**config.mk**
```make
export PLATFORM = sky130hd
export DESIGN_NAME = irq_source_conditioner
export DESIGN_NICKNAME = d
export VERILOG_FILES = /design/src/rtl/irq_defs.sv /design/src/rtl/irq_sync.sv /design/src/rtl/irq_source_conditioner.sv
export SDC_FILE = /design/constraint.sdc
export NUM_CORES = 1
export LEC_CHECK = 0
export ABC_AREA = 1
export CAP_MARGIN = 10
export CORE_ASPECT_RATIO = 0.7
export CORE_MARGIN = 4
export CORE_UTILIZATION = 46
export DETAILED_ROUTE_END_ITERATION = 8
export GPL_TIMING_DRIVEN = 0
export PLACE_DENSITY_LB_ADDON = 0.3
export SLEW_MARGIN = 20
export SYNTH_ARGS = -nofsm -noshare
export SYNTH_HDL_FRONTEND = slang
export SYNTH_SLANG_ARGS = --single-unit
```
**constraint.sdc**
```tcl
create_clock -name clk -period 3 [get_ports clk]
set_input_delay 0.45 -clock clk [delete_from_list [all_inputs] [get_ports clk]]
set_output_delay 0.45 -clock clk [all_outputs]
set_load 0.01 [all_outputs]
```
**src/rtl/irq_defs.sv**
```systemverilog
// Shared interrupt definitions: source count, register map and the
// per-line event rule used by the source conditioner.
package irq_defs;

  localparam int NUM_IRQ = 16;

  typedef enum logic [1:0] {
    REG_ENABLE    = 2'd0,
    REG_EDGE_MODE = 2'd1,
    REG_STATUS    = 2'd2,
    REG_SYNC_RAW  = 2'd3
  } reg_addr_e;

  typedef logic [NUM_IRQ-1:0] irq_vec_t;

  function automatic irq_vec_t irq_event(
    input irq_vec_t sync,
    input irq_vec_t prev,
    input irq_vec_t edge_mode
  );
    return (edge_mode & sync & ~prev) | (~edge_mode & sync);
  endfunction

endpackage

```
**src/rtl/irq_sync.sv**
```systemverilog
// Multi-flop synchronizer bank for asynchronous request lines,
// cleared by the synchronous reset.
module irq_sync #(
  parameter int WIDTH = 16,
  parameter int DEPTH = 2
) (
  input  logic             clk,
  input  logic             reset,
  input  logic [WIDTH-1:0] d_i,
  output logic [WIDTH-1:0] q_o
);

  logic [WIDTH-1:0] stage_q [DEPTH];

  always_ff @(posedge clk) begin
    if (reset) begin
      for (int i = 0; i < DEPTH; i++)
        stage_q[i] <= '0;
    end else begin
      stage_q[0] <= d_i;
      for (int i = 1; i < DEPTH; i++)
        stage_q[i] <= stage_q[i-1];
    end
  end

  assign q_o = stage_q[DEPTH-1];

endmodule

```
**src/rtl/irq_source_conditioner.sv**
```systemverilog
// Synchronizes raw interrupt sources, applies edge/level and enable
// conditioning, and keeps sticky W1C status behind a small reg port.
module irq_source_conditioner
  import irq_defs::*;
#(
  parameter int       SYNC_STAGES  = 2,
  parameter irq_vec_t RESET_ENABLE = 16'h0000
) (
  input  logic               clk,
  input  logic               reset,
  input  logic [NUM_IRQ-1:0] raw_lines,
  input  logic               reg_we,
  input  logic               reg_re,
  input  logic [1:0]         reg_addr,
  input  logic [NUM_IRQ-1:0] reg_wdata,
  output logic [NUM_IRQ-1:0] reg_rdata,
  output logic [NUM_IRQ-1:0] interrupt_lines
);

  irq_vec_t sync;
  irq_vec_t ev;
  irq_vec_t clr;
  irq_vec_t prev_q;
  irq_vec_t en_q, en_d;
  irq_vec_t edge_q, edge_d;
  irq_vec_t status_q, status_d;
  irq_vec_t irq_q, irq_d;
  irq_vec_t rdata_q, rdata_d;

  logic wr_en, wr_edge, wr_stat;

  irq_sync #(
    .WIDTH(NUM_IRQ),
    .DEPTH(SYNC_STAGES)
  ) u_sync (
    .clk  (clk),
    .reset(reset),
    .d_i  (raw_lines),
    .q_o  (sync)
  );

  assign wr_en   = reg_we && (reg_addr == REG_ENABLE);
  assign wr_edge = reg_we && (reg_addr == REG_EDGE_MODE);
  assign wr_stat = reg_we && (reg_addr == REG_STATUS);

  always_comb begin
    en_d    = en_q;
    edge_d  = edge_q;
    clr     = '0;
    rdata_d = rdata_q;
    ev      = irq_event(sync, prev_q, edge_q);

    unique case (1'b1)
      wr_en:   en_d   = reg_wdata;
      wr_edge: edge_d = reg_wdata;
      wr_stat: clr    = reg_wdata;
      default: ;
    endcase

    // A set in the same cycle as a W1C clear must survive.
    status_d = (status_q & ~clr) | ev;
    irq_d    = en_q & ev;

    if (reg_re) begin
      unique case (reg_addr_e'(reg_addr))
        REG_ENABLE:    rdata_d = en_q;
        REG_EDGE_MODE: rdata_d = edge_q;
        REG_STATUS:    rdata_d = status_q;
        REG_SYNC_RAW:  rdata_d = sync;
      endcase
    end
  end

  always_ff @(posedge clk) begin
    if (reset) begin
      prev_q   <= '0;
      en_q     <= RESET_ENABLE;
      edge_q   <= '0;
      status_q <= '0;
      irq_q    <= '0;
      rdata_q  <= '0;
    end else begin
      prev_q   <= sync;
      en_q     <= en_d;
      edge_q   <= edge_d;
      status_q <= status_d;
      irq_q    <= irq_d;
      rdata_q  <= rdata_d;
    end
  end

  assign interrupt_lines = irq_q;
  assign reg_rdata       = rdata_q;

endmodule

```
### Word level (Yosys, flattened, before mapping)

Memory sizes are Yosys's and may differ from the RTL's.
Cells that the tools add are included.

| storage, ports and cells | value |
|---|---|
| word-level logic and storage cells | 33 |
| memories | 1 |
| RAM bits | 32 |
| output and inout bits | 32 |
| bits of input ports | 38 |
| flip-flop bits (word level) | 96 |

Memories:

| name | words | width | rd ports | clocked after memory_dff | write ports | RTL line | text |
|---|---|---|---|---|---|---|---|
| u_sync.stage_q | 2 | 16 | 2 | 0 | 2 | irq_sync.sv:13 | `logic [WIDTH-1:0] stage_q [DEPTH];` |

| cells by class | value |
|---|---|
| equality and inequality tests | 3 |
| reductions and logical operators | 4 |
| muxes and demuxes | 7 |
| bitwise operators | 12 |

Operator list:

| operator | number |
|---|---|
| $and 16x16->16 | 5 |
| $pmux 16 s4 | 1 |
| $mux 16 | 3 |
| $not 16->16 | 3 |
| $or 16x16->16 | 2 |
| $eq 2x2->1 const B | 2 |
| $logic_and 1x1->1 | 3 |
| $mux 1 | 3 |
| $eq 2x1->1 const B | 1 |
| $logic_not 2->1 | 1 |
| $or 1x1->1 | 2 |

### Depth between registers and ports, before layout

| logic depth | value |
|---|---|
| word-level depth | 6 |
| gate-level depth with buffers | 9 |
| mapped depth without buffers | 7 |

### Modules after synthesis

A second synthesis with hierarchy kept.

| second synthesis, totals | value |
|---|---|
| cells, all modules | 599 |
| area total of the unflattened synthesis | 4762.1 um2 |

Modules (own cells, without submodules):

| module | cells each | times used | seq. area each (um2) | area an instance (um2) |
|---|---|---|---|---|
| irq_source_conditioner | 484 | 1 | 1921.8 | 3727.3 |
| irq_sync | 115 | 1 | 640.6 | 1034.7 |

### Worst setup path before layout

Ideal clock, no wire load.

| timing path | value |
|---|---|
| path kind | in2reg |
| from | input reg_addr[0] |
| to | register status_q[10] |
| data arrival time | 1244 ps |
| setup slack | 1642 ps |
| cell stages on the path | 8 |
| path buffers | 3 |
| library setup time | 114 ps |
| required time | 2886 ps |
| path through | buf_4 inv_2 and3_1 buf_2 buf_2 nand2_1 nand3_1 nand2_1 |

| on the way | value |
|---|---|
| cells in the longest elaborated chain, start to end | 6 |

Ends and longest elaborated chain:

| element | RTL line | text |
|---|---|---|
| start, declared | irq_source_conditioner.sv:14 | `input logic [1:0] reg_addr,` |
| $eq 2x2->1 | irq_source_conditioner.sv:44 | `assign wr_stat = reg_we && (reg_addr == REG_STATUS);` |
| $logic_and 1x1->1 | irq_source_conditioner.sv:44 |  |
| $mux 16 | irq_source_conditioner.sv:53 | `unique case (1'b1)` |
| $not 16->16 | irq_source_conditioner.sv:61 | `status_d = (status_q & ~clr) \| ev;` |
| $and 16x16->16 | irq_source_conditioner.sv:61 |  |
| $or 16x16->16 | irq_source_conditioner.sv:61 |  |
| end signal, assigned | irq_source_conditioner.sv:86 | `status_q <= status_d;` |
| end, declared | irq_source_conditioner.sv:26 | `irq_vec_t status_q, status_d;` |

No other way between the ends.
A chain may end at the register's enable or synchronous reset.

==> impl_metrics.toml <==
[setup_path]
cp_num_buf_inv = 3
max_stage_delay_ns = 0.58
worst-r2r-cell-count = 4
worst_setup_path_start_kind = "input port"
end_kind = "flip-flop"
cp_max_fo = 10
crit_chain = "clkdlybuf4s50_1, inv_2, clkbuf_1, a21oi_1, nand2_1, a21oi_1"
slowest_stage = "clkbuf_1"
critPathTopFamily = "buffers and inverters"
timing.rr.end = "reg_rdata[2]$_SDFFE_PP0P_"
crit_top_cell = "a21oi_1"
cp.required_ns = 3.28
r2r_start = "edge_q[2]$_SDFFE_PP0P_"
ff2ff_setup_slack_ns = 2.13
crit_type = "input port to flip-flop"
arrival_ns = 2.15

[timing]
tightest_slew_ns = 0.718
finalCritPeriodShare = 0.624
setup_viol = 0
finalCriticalPeriod_ns = 1.87
rsz0062_at_grt = "false"
slew_violations = 0
finClkSkew_ns = 0.00776
finalHoldViolCount = 0
fmax_mhz = 534
fin_tns_setup_ns = 0
relSlewSlack = 0.522

[route]
drtAntennaViolNets = 0
vias = 4158
routed_wirelength_mm = 12.7
viasPerCell = 5.05
drt-pass1-iter-count = 7
first_iter_violations = 419
wl_per_cell_um = 15.5
drc = 0

[placed_design]
port_buffers = 65
dpl.hpwl_mm = 8.45
numPlacedInstances = 791
dpl-instance-area_sq_mm = 0.00545
finalWeightedCongestion = 0.916

[final_layout]
final_area_sq_mm = 0.00610
post-route-util = 0.625
syn_to_final_growth_pct = 31.6
stdcell_count = 823
drive_gt1_frac = 0.0791
fin_nets = 720
diodes = 0

[clock_tree]
cts_setup_buffers = 0
h-tree-depth = 4
path_clk_slew_ns = 0.06
clockRootBuffer = "clkbuf_16"
cts_resized = 0
clock_latency_ns = 0.42
ctsHoldBuffers = 0
numClockSinks = 128
clockBufferDepth = 2
cts_tree = "done"
cts_made_buffers = 17

[floorplan]
dieArea_sq_mm = 0.0118
ios = 70
row_count = 30
core-area_sq_mm = 0.00976
die-width_um = 128
initial_core_util = 0.475
die_h_um = 92.0

[power_and_ir_drop]
vdd_drop_max_mv = 0.414
p_per_area_mw_per_mm2 = 718
pwr-share-seq = 0.411
p_comb_frac = 0.072
p_leak_nw = 2.55
power.internal_w = 0.00343
p_sw_w = 0.000951
power.clock.fraction = 0.517
switching_share = 0.217

[grt]
grt_overflow = 0
grt_max_degree = 17
antenna_found_initial = 0
grt_pass1_wl_mm = 20.2
track_usage = 0.225
grt_pass1_vias = 4104

[hold_path]
worstHoldStart = "reset"
hold_class = "input port to flip-flop"
whs_path_depth = 2
holdPathEnd = "prev_q[1]$_SDFF_PP0_"

[logic_synthesis]
syn_area_sq_mm = 0.00464
synth.ff_latch_count = 128
syn_avg_cell_area_sq_um = 7.75
synth_fp_nets = 636
ys_warn_count = 0
seq_area_frac_synth = 0.553
yosysUniqueCellTypes = 19
netlist_instances = 598

[job]
cap_violations = 0

[outcome]
status = "finished clean"
-- synthesized netlist by cell type --
library cell / count / area (sq um)
nand2_1: 133 / 499
dfxtp_1: 128 / 2560
inv_1: 72 / 270
nor2_1: 70 / 263
nand3_1: 64 / 320
a21oi_1: 58 / 290
o21ai_0: 16 / 80.1
o21bai_1: 13 / 97.6
buf_2: 11 / 55.1
buf_1: 8 / 30.0
clkbuf_1: 8 / 30.0
buf_4: 4 / 30.0
buf_6: 3 / 33.8
inv_2: 3 / 11.3
nand4_1: 3 / 18.8
and3_1: 1 / 6.26
nand2_2: 1 / 6.26
nor2_4: 1 / 11.3
nor2_8: 1 / 20.0
-- placed cells by master (no fill, tap or decap), drive strengths merged --
master,synthesis,routed
a21oi,58,58
and3,1,1
buf,26,26
bufinv,0,5
clkbuf,8,29
clkdlybuf4s50,0,65
clkinv,0,6
dfxtp,128,128
inv,75,75
nand2,134,134
nand3,64,64
nand4,3,3
nor2,72,72
o21ai,16,16
o21bai,13,13
-- stage by stage --
| stage | worst slack (ns) | power, W | hold slack [ns] |
|---|---|---|---|
| floorplan | 1.64 | 0.00200 | 0.388 |
| global placement | 0.775 | 0.00214 | 0.390 |
| detailed placement | 0.741 | 0.00215 | 0.392 |
| CTS | 1.17 | 0.00439 | 0.371 |
| global route | 1.05 | 0.00451 | 0.395 |
| finish | 1.13 | 0.00438 | 0.386 |
-- cells by family (layout without fill, tap and decap cells) --
family	Yosys count	after routing	share of synthesized area
and+or+nand+nor	274	274	0.247
AOI/OAI and AO/OA	87	87	0.101
DFF	128	128	0.553
buffers and inverters	109	206	0.0993
-- area by class of cell --
cell class	instances	area, sq um
fill	801	3660
sequential	128	2560
multi-input combinational	361	1610
timing repair buffer	65	651
clock buffer	21	470
inverter	75	282
clock inverter	11	184
buffer	34	179
tap	128	160
-- worst max-delay path by stage --
stage	startpoint	end	slack, ns	cells after the start
3_5_place_dp	reg_re	reg_rdata[9]$_SDFFE_PP0P_	0.74	6
4_1_cts	reg_re	reg_rdata[9]$_SDFFE_PP0P_	1.17	6
2_1_floorplan	reg_addr[0]	status_q[10]$_SDFF_PP0_	1.64	8
5_1_grt	reg_re	reg_rdata[9]$_SDFFE_PP0P_	1.05	6
6_report	reg_re	reg_rdata[9]$_SDFFE_PP0P_	1.13	6
3_3_place_gp	reg_re	reg_rdata[14]$_SDFFE_PP0P_	0.77	6
-- power by group through the flow --
stage          Sequential (W)  Clock (W)  Combinational [W]
2_1_floorplan         0.00183          0           0.000166
3_3_place_gp          0.00183          0           0.000305
3_5_place_dp          0.00184          0           0.000312
4_1_cts               0.00180    0.00228           0.000314
5_1_grt               0.00181    0.00236           0.000348
6_report              0.00180    0.00226           0.000317
-- sequential cells by signal (all words and copies together), names as in the netlist --
name,cells
en_q,16
edge_q,16
status_q,16
u_sync.stage_q,32
reg_rdata,16
prev_q,16
interrupt_lines,16
-- layer usage --
layer  routed length, um  part of all wire  GRT usage  vias up
li1                    -                 -          -     2044
met5                   0                 0          0        -
met2                5780              0.45      0.355      194
met1                5570              0.44      0.283     1894
met4                 251             0.020      0.108        0
met3                1130             0.089     0.0664       26
Power figures use the tool's default switching activity.
